`config.mk`:
```
export PLATFORM = sky130hd
export DESIGN_NAME = sysid_check_master
export DESIGN_NICKNAME = d
export VERILOG_FILES = /design/src/rtl/sysid_check_master_pkg.sv /design/src/rtl/avm_single_read.sv /design/src/rtl/sysid_check_master.sv
export SDC_FILE = /design/constraint.sdc
export NUM_CORES = 1
export LEC_CHECK = 0
export ABC_CLOCK_PERIOD_IN_PS = 3800
export CORE_AREA = 8 8 112 114
export CTS_CLUSTER_SIZE = 20
export DETAILED_ROUTE_END_ITERATION = 8
export DIE_AREA = 0 0 120 122
export PLACE_DENSITY = 0.67
export SLEW_MARGIN = 0
export SYNTH_ARGS = -nofsm -noshare
export SYNTH_HDL_FRONTEND = slang
export SYNTH_SLANG_ARGS = --single-unit
export TNS_END_PERCENT = 30
```
`constraint.sdc`:
```
create_clock -name clock -period 3.8 [get_ports clock]
set_clock_uncertainty 0.05 [all_clocks]
set_input_delay 0.76 -clock clock [delete_from_list [all_inputs] [get_ports clock]]
set_output_delay 0.76 -clock clock [all_outputs]
set_load 0.02 [all_outputs]
```
`src/rtl/sysid_check_master_pkg.sv`:
```
// rtl/sysid_check_master_pkg.sv - shared types and constants for the system-ID check master
package sysid_check_master_pkg;

  typedef enum logic [2:0] {
    ST_IDLE,
    ST_ID_REQ,
    ST_ID_WAIT,
    ST_TS_REQ,
    ST_TS_WAIT,
    ST_DONE
  } sysid_chk_state_t;

  localparam logic SYSID_ADDR_ID = 1'b0;
  localparam logic SYSID_ADDR_TS = 1'b1;

  // Also consumed by the HPS header generator; keep in sync with the bitstream build
  localparam logic [31:0] SYSID_DEFAULT_EXPECTED_ID        = 32'h0000_0000;
  localparam logic [31:0] SYSID_DEFAULT_EXPECTED_TIMESTAMP = 32'd1463101460;

  localparam int SYSID_CNT_W = 16;

endpackage

```
`src/rtl/avm_single_read.sv`:
```
// rtl/avm_single_read.sv - single-outstanding Avalon-MM read engine with per-transaction timeout
module avm_single_read
  import sysid_check_master_pkg::*;
#(
  parameter int TIMEOUT_CYCLES = 256
) (
  input  logic        clock,
  input  logic        reset_n,
  input  logic        launch_i,
  input  logic        req_i,
  input  logic        wait_i,
  input  logic        addr_i,
  output logic        avm_address,
  output logic        avm_read,
  input  logic        avm_waitrequest,
  input  logic [31:0] avm_readdata,
  input  logic        avm_readdatavalid,
  output logic        accept_o,
  output logic        capture_o,
  output logic        expire_o,
  output logic [31:0] data_o
);

  localparam logic [SYSID_CNT_W-1:0] LIMIT = SYSID_CNT_W'(TIMEOUT_CYCLES - 1);

  logic [SYSID_CNT_W-1:0] cnt_q, cnt_d;

  always_comb begin
    avm_read    = req_i;
    avm_address = req_i ? addr_i : 1'b0;
    accept_o    = req_i & ~avm_waitrequest;
    // A zero-latency slave can return data in the accept cycle itself
    capture_o   = (accept_o | wait_i) & avm_readdatavalid;
    expire_o    = (req_i | wait_i) & (cnt_q == LIMIT) & ~capture_o;
    data_o      = avm_readdata;
  end

  always_comb begin
    cnt_d = cnt_q;
    if (launch_i) begin
      cnt_d = '0;
    end else if (req_i | wait_i) begin
      cnt_d = cnt_q + SYSID_CNT_W'(1);
    end
  end

  always_ff @(posedge clock or negedge reset_n) begin
    if (!reset_n) begin
      cnt_q <= '0;
    end else begin
      cnt_q <= cnt_d;
    end
  end

endmodule

```
`src/rtl/sysid_check_master.sv`:
```
// rtl/sysid_check_master.sv - reads system ID and build timestamp, compares against expected values
module sysid_check_master
  import sysid_check_master_pkg::*;
#(
  parameter logic [31:0] EXPECTED_ID        = SYSID_DEFAULT_EXPECTED_ID,
  parameter logic [31:0] EXPECTED_TIMESTAMP = SYSID_DEFAULT_EXPECTED_TIMESTAMP,
  parameter int          TIMEOUT_CYCLES     = 256
) (
  input  logic        clock,
  input  logic        reset_n,
  input  logic        start,
  output logic        avm_address,
  output logic        avm_read,
  input  logic        avm_waitrequest,
  input  logic [31:0] avm_readdata,
  input  logic        avm_readdatavalid,
  output logic        busy,
  output logic        done,
  output logic        id_ok,
  output logic        ts_ok,
  output logic        pass,
  output logic        timeout,
  output logic [31:0] id_value,
  output logic [31:0] ts_value
);

  sysid_chk_state_t state_q, state_d;
  logic        id_ok_q, id_ok_d;
  logic        ts_ok_q, ts_ok_d;
  logic        timeout_q, timeout_d;
  logic [31:0] id_value_q, id_value_d;
  logic [31:0] ts_value_q, ts_value_d;

  logic        launch, req_active, wait_active, addr_sel;
  logic        accept, capture, expire;
  logic [31:0] rd_data;

  avm_single_read #(
    .TIMEOUT_CYCLES(TIMEOUT_CYCLES)
  ) u_rd (
    .clock            (clock),
    .reset_n          (reset_n),
    .launch_i         (launch),
    .req_i            (req_active),
    .wait_i           (wait_active),
    .addr_i           (addr_sel),
    .avm_address      (avm_address),
    .avm_read         (avm_read),
    .avm_waitrequest  (avm_waitrequest),
    .avm_readdata     (avm_readdata),
    .avm_readdatavalid(avm_readdatavalid),
    .accept_o         (accept),
    .capture_o        (capture),
    .expire_o         (expire),
    .data_o           (rd_data)
  );

  always_comb begin
    state_d     = state_q;
    id_ok_d     = id_ok_q;
    ts_ok_d     = ts_ok_q;
    timeout_d   = timeout_q;
    id_value_d  = id_value_q;
    ts_value_d  = ts_value_q;
    launch      = 1'b0;
    req_active  = (state_q == ST_ID_REQ) || (state_q == ST_TS_REQ);
    wait_active = (state_q == ST_ID_WAIT) || (state_q == ST_TS_WAIT);
    addr_sel    = (state_q == ST_TS_REQ) ? SYSID_ADDR_TS : SYSID_ADDR_ID;

    case (state_q)
      ST_IDLE, ST_DONE: begin
        if (start) begin
          state_d    = ST_ID_REQ;
          launch     = 1'b1;
          id_ok_d    = 1'b0;
          ts_ok_d    = 1'b0;
          timeout_d  = 1'b0;
          id_value_d = '0;
          ts_value_d = '0;
        end
      end
      ST_ID_REQ, ST_ID_WAIT: begin
        if (capture) begin
          id_value_d = rd_data;
          id_ok_d    = (rd_data == EXPECTED_ID);
          state_d    = ST_TS_REQ;
          launch     = 1'b1;
        end else if (expire) begin
          timeout_d = 1'b1;
          state_d   = ST_DONE;
        end else if ((state_q == ST_ID_REQ) && accept) begin
          state_d = ST_ID_WAIT;
        end
      end
      ST_TS_REQ, ST_TS_WAIT: begin
        if (capture) begin
          ts_value_d = rd_data;
          ts_ok_d    = (rd_data == EXPECTED_TIMESTAMP);
          state_d    = ST_DONE;
        end else if (expire) begin
          timeout_d = 1'b1;
          state_d   = ST_DONE;
        end else if ((state_q == ST_TS_REQ) && accept) begin
          state_d = ST_TS_WAIT;
        end
      end
      default: state_d = ST_IDLE;
    endcase
  end

  always_ff @(posedge clock or negedge reset_n) begin
    if (!reset_n) begin
      state_q    <= ST_IDLE;
      id_ok_q    <= 1'b0;
      ts_ok_q    <= 1'b0;
      timeout_q  <= 1'b0;
      id_value_q <= '0;
      ts_value_q <= '0;
    end else begin
      state_q    <= state_d;
      id_ok_q    <= id_ok_d;
      ts_ok_q    <= ts_ok_d;
      timeout_q  <= timeout_d;
      id_value_q <= id_value_d;
      ts_value_q <= ts_value_d;
    end
  end

  assign busy     = req_active | wait_active;
  assign done     = (state_q == ST_DONE);
  assign id_ok    = id_ok_q;
  assign ts_ok    = ts_ok_q;
  assign timeout  = timeout_q;
  assign pass     = id_ok_q & ts_ok_q & done & ~timeout_q;
  assign id_value = id_value_q;
  assign ts_value = ts_value_q;

endmodule

```
* After elaboration in Yosys (flattened, before gate mapping)
Cells that the tools add are included.
Cells by class: add/sub/neg operators 1, equality and inequality tests 14, multiplexer cells 27, bitwise operators 12, reductions and logical operators 18
Operators with widths (number):
- 32-bit case mux with 2 select lines | 2
- 32-bit two-way mux | 2
- 32-bit by 31-bit == test with 1-bit output, second input constant | 1
- 32-bit zero test | 1
- 16-bit two-way mux | 2
- 3-bit two-way mux | 7
- 16-bit by 1-bit adder with 16-bit output, second input constant | 1
- 16-bit by 8-bit == test with 1-bit output, second input constant | 1
- 1-bit two-way mux | 9
- 3-bit case mux with 3 select lines | 1
- 3-bit AND reduction | 3
- 2-bit inequality test, second input constant | 4
- 4-bit inequality test, second input constant | 2
- 1-bit case mux with 2 select lines | 4
- 2-bit nonzero test | 4
- 1-bit AND | 7
- 3-bit by 2-bit == test with 1-bit output, second input constant | 2
- 3-bit == test, second input constant | 2
- 2-bit OR reduction | 3
- 4-bit AND reduction | 1
- 4-bit OR reduction | 1
- 3-bit by 1-bit == test with 1-bit output, second input constant | 1
- 3-bit zero test | 1
- 1-bit inverter | 3
- other kinds (4) | 7
Storage, ports and cells: bits in registers 86, bits of input ports 37, output and inout bits 72, word-level logic and storage cells 79

* Longest topological paths before layout
depth after elaboration 10, mapped depth 9, mapped depth without buffers 5

* Cells and area by module
A second synthesis with hierarchy kept.
Unflattened totals: cells, all modules 413, area, all modules 4285.4 um^2
By module, submodules not included:
- sysid_check_master | instances 1, cells each 291, area an instance 3186.8 um^2, seq. area each 1751.7 um^2
- avm_single_read | instances 1, cells each 122, area an instance 1098.6 um^2, seq. area each 400.4 um^2

* Least setup slack after synthesis
No wires, ideal clock.
path kind register to output, start reg state_q[0], end out busy, arrival 1.229 ns, required time 2.990 ns, path slack 1.761 ns, stages on the path, launching flop included 5, buffers on the path 2, cells stage by stage dfrtp_1 > buf_6 > or3_4 > and2_1 > buf_4
Between the ends: word-level cells in the longest chain between the ends 3, elaborated cells between the ends (all ways) 7, those cells by class eq/ne: 4; bitwise: 1; reduce/logical: 2
RTL lines:
- start: declaration | line sysid_check_master.sv:27 | sysid_chk_state_t state_q, state_d;
- start signal: assignment | line sysid_check_master.sv:120 | state_q <= state_d;
- 3-bit by 1-bit == test with 1-bit output (tied with other cells) | line sysid_check_master.sv:66 | req_active = (state_q == ST_ID_REQ) || (state_q == ST_TS_REQ);
- 1-bit logical OR (on tied branches) | line sysid_check_master.sv:66, sysid_check_master.sv:67
- 1-bit bitwise OR (*) | line sysid_check_master.sv:129 | assign busy = req_active | wait_active;
- end: declaration | line sysid_check_master.sv:17 | output logic busy,
Mark *: on every way between the ends. The rest lies on a longest branch, timed or not.

* Worst setup path in the final report
start reg state_q[2], end out busy
The elaborated chain is that of the path after synthesis.

==> flow_metrics.tcl <==
set metrics [dict create \
    power_uw 3910 \
    cp.required_ns 2.99 \
    synth_top_area_cell "dfrtp_1" \
    swShare_pct 40.8 \
    rows 38 \
    synthMuxAreaShare_pct 8.36 \
    grtUsageTotal_pct 15.6 \
    hold_path_startpoint "ts_value[24]$_DFFE_PN0P_" \
    synth-seq-cells 86 \
    setup_viol 0 \
    wl_per_cell_microns 16.3 \
    power_density_mw_per_mm2 705 \
    p_sw_uw 1590 \
    setup_tns_ns 0 \
    status "finished clean" \
    synth-edff-count 0 \
    first_pass_iters 4 \
    max_cap_viol_count 0 \
    drive_gt1_share_pct 8.70 \
    worst_setup_path_start_kind "flop" \
    synth_xor_xnor_area_share_pct 3.34 \
    fp.dieArea_sq_mm 0.0146 \
    grt-ovfl-total 0 \
    power_frac_comb_pct 48.8 \
    chipHeight_microns 122 \
    ctsHtreeMaxLevel 3 \
    r2r-start "state_q[2]$_DFFE_PN0P_" \
    ys.flop_type "dfrtp_1" \
    path_cells "or3_4 -> and2_1 -> clkdlybuf4s50_1" \
    post_cts_buffers 0 \
    final-hold-violation-count 0 \
    drtIter0Drc 154 \
    p_clk_share_pct 17.4 \
    max_freq_mhz 325 \
    synth-compound-area-share_pct 7.23 \
    fin_nets 574 \
    seq_area_frac_synth_pct 51.4 \
    postSynthAreaPerCell_sq_um 9.63 \
    cts_tree "done" \
    cts_root_buf "clkbuf_8" \
    vias_per_cell 4.93 \
    timing.final.crit_period_ns 3.08 \
    area_growth_syn_to_layout_pct 32.4 \
    cp.arrival_ns 2.27 \
    gp_congestion 0.831 \
    fp.dieW_microns 120 \
    port_buffers 108 \
    endpoint_kind "output pin" \
    synth_cell_type_count 42 \
    crit_fanout 17 \
    synth_top_family_by_area "simple AND/OR/NAND/NOR gates" \
    ctsHoldBuffers 0 \
    hp-class "flop to flop" \
    grt_pass1_wl_microns 18300 \
    internal_power_uw 2320 \
    clock_path_buffers 2 \
    antenna_found_initial 0 \
    syn_area_sq_mm 0.00419 \
    netlist.area_leader.share_pct 51.4 \
    yosys-top-cells-count "nand2_1 (106), dfrtp_1 (86), inv_1 (40)" \
    postSynthNetCount 473 \
    power_frac_seq_pct 33.8 \
    grt_pass1_vias 3562 \
    max_slew_margin_pct 27.0 \
    postRouteWirelength_microns 11100 \
    syn_inst 435 \
    place_hpwl_microns 8330 \
    cts_made_buffers 9 \
    synth-adder-area-share_pct 0.299 \
    ys_warn_count 0 \
    yosysMostFrequentCell "nand2_1" \
    clock_sinks 86 \
    vias 3353 \
    grt_max_degree 87 \
    core_area_sq_mm 0.0107 \
    cts_resized 0 \
    drc 0 \
    critPathSlowestCell "dfrtp_1" \
    cpPeakStageDelay_ns 0.58 \
    vdd_drop_max_v 0.000307 \
    synthTopCellsByArea "dfrtp_1 (51%), nand2_1 (9.5%), mux2i_1 (8.4%), o21ai_1 (4.3%), inv_1 (3.6%)" \
    synthSimpleGateAreaFrac_pct 21.8 \
    ant_nets 0 \
    worst_slew_pin_slew_ns 1.09 \
    clkTransAtPathRegs_ns 0.08 \
    start_util_pct 39.2 \
    n_antenna_cell 0 \
    ys_async_sr_fraction_pct 100 \
    path_class "flop to output pin" \
    fin_crit_sh_pct 81.1 \
    top_level_ports 109 \
    rsz0062_at_grt "false" \
    leakagePower_uw 0.00233 \
    clkLatencyLatePin_ns 0.35 \
    critPathLaunch "state_q[2]$_DFFE_PN0P_" \
    drv_slew 0 \
]
-- state kept, by name, summed over array words and instances, names as in the netlist --
signal,cells
id_value,32
ts_value,32
id_ok,1
u_rd.cnt_q,16
state_q,3
timeout,1
ts_ok,1
-- per-layer routing --
metal	global-route usage (%)	part of all wire, %	up-vias
li1	-	-	1619
met1	17.4	41	1627
met2	25.5	47	95
met3	8.24	10	12
met4	5.00	1.4	0
met5	0	0	-
-- logic make-up after synthesis --
family                   count (synthesis)
AO/OA/AOI/OAI                           49
flip-flops                              86
buffers and inverters                   64
multiplexers                            35
adder cells (fa/ha/maj)                  1
XOR/XNOR                                16
AND/OR/NAND/NOR                        184
-- final timing paths --
check,to,slack [ns],depth (start not counted)
setup / recovery,busy,0.72,3
hold / removal,ts_value[24]$_DFFE_PN0P_,0.44,2
setup reg to reg,ts_value[27]$_DFFE_PN0P_,1.38,5
hold reg to reg,ts_value[24]$_DFFE_PN0P_,0.44,2
max in group asynchronous,id_value[11]$_DFFE_PN0P_,2.45,1
min in group asynchronous,u_rd.cnt_q[7]$_DFFE_PN0P_,0.56,1
-- power groups by stage --
stage,combinational (uW),sequential (uW),clock [uW]
2_1_floorplan,1110,1500,0
5_1_grt,2080,1350,737
4_1_cts,1940,1320,693
6_report,1910,1320,680
3_5_place_dp,1930,1340,0
3_3_place_gp,1900,1330,0
-- worst max-delay path: cells and delay by family, from the launching register on --
kind	cells	cell delay [ns]
flip-flops	1	0.58
AND/OR/NAND/NOR	2	0.77
buffers and inverters	1	0.57
-- cell type report --
| type | instances | area [sq um] |
|---|---|---|
| clock buffer | 10 | 128 |
| tap | 140 | 175 |
| sequential | 86 | 2150 |
| clock inverter | 5 | 75.1 |
| inverter | 40 | 150 |
| multi-input combinational | 285 | 1730 |
| fill | 984 | 5150 |
| timing repair buffer | 114 | 1140 |
-- cell usage in the layout (no fill, tap or decap), types with 4 or more instances in the layout --
cell	n
clkdlybuf4s50_1	107
nand2_1	106
dfrtp_1	86
inv_1	40
o21ai_1	36
mux2i_1	35
nor2_1	13
nand4_1	11
xnor2_1	11
nor2_2	10
nor4_1	10
clkbuf_8	9
nor3_1	8
buf_4	6
xor2_1	5
nor2b_1	4
and2_1	4
a21oi_1	4
-- metrics by stage --
step | hold slack, ns | worst slack (ns) | utilization (%) | cells | instance area [sq um]
after floorplan | 0.414 | 1.76 | - | 435 | 4190
after global placement | 0.418 | 1.04 | 50.0 | 665 | 5350
after detailed placement | 0.428 | 0.907 | 50.0 | 665 | 5350
after CTS | 0.446 | 0.709 | 51.9 | 680 | 5550
after global routing | 0.465 | 0.602 | 51.9 | 680 | 5550
final | 0.443 | 0.718 | 51.9 | 680 | 5550
No activity file was read; power rests on OpenSTA's default activity.
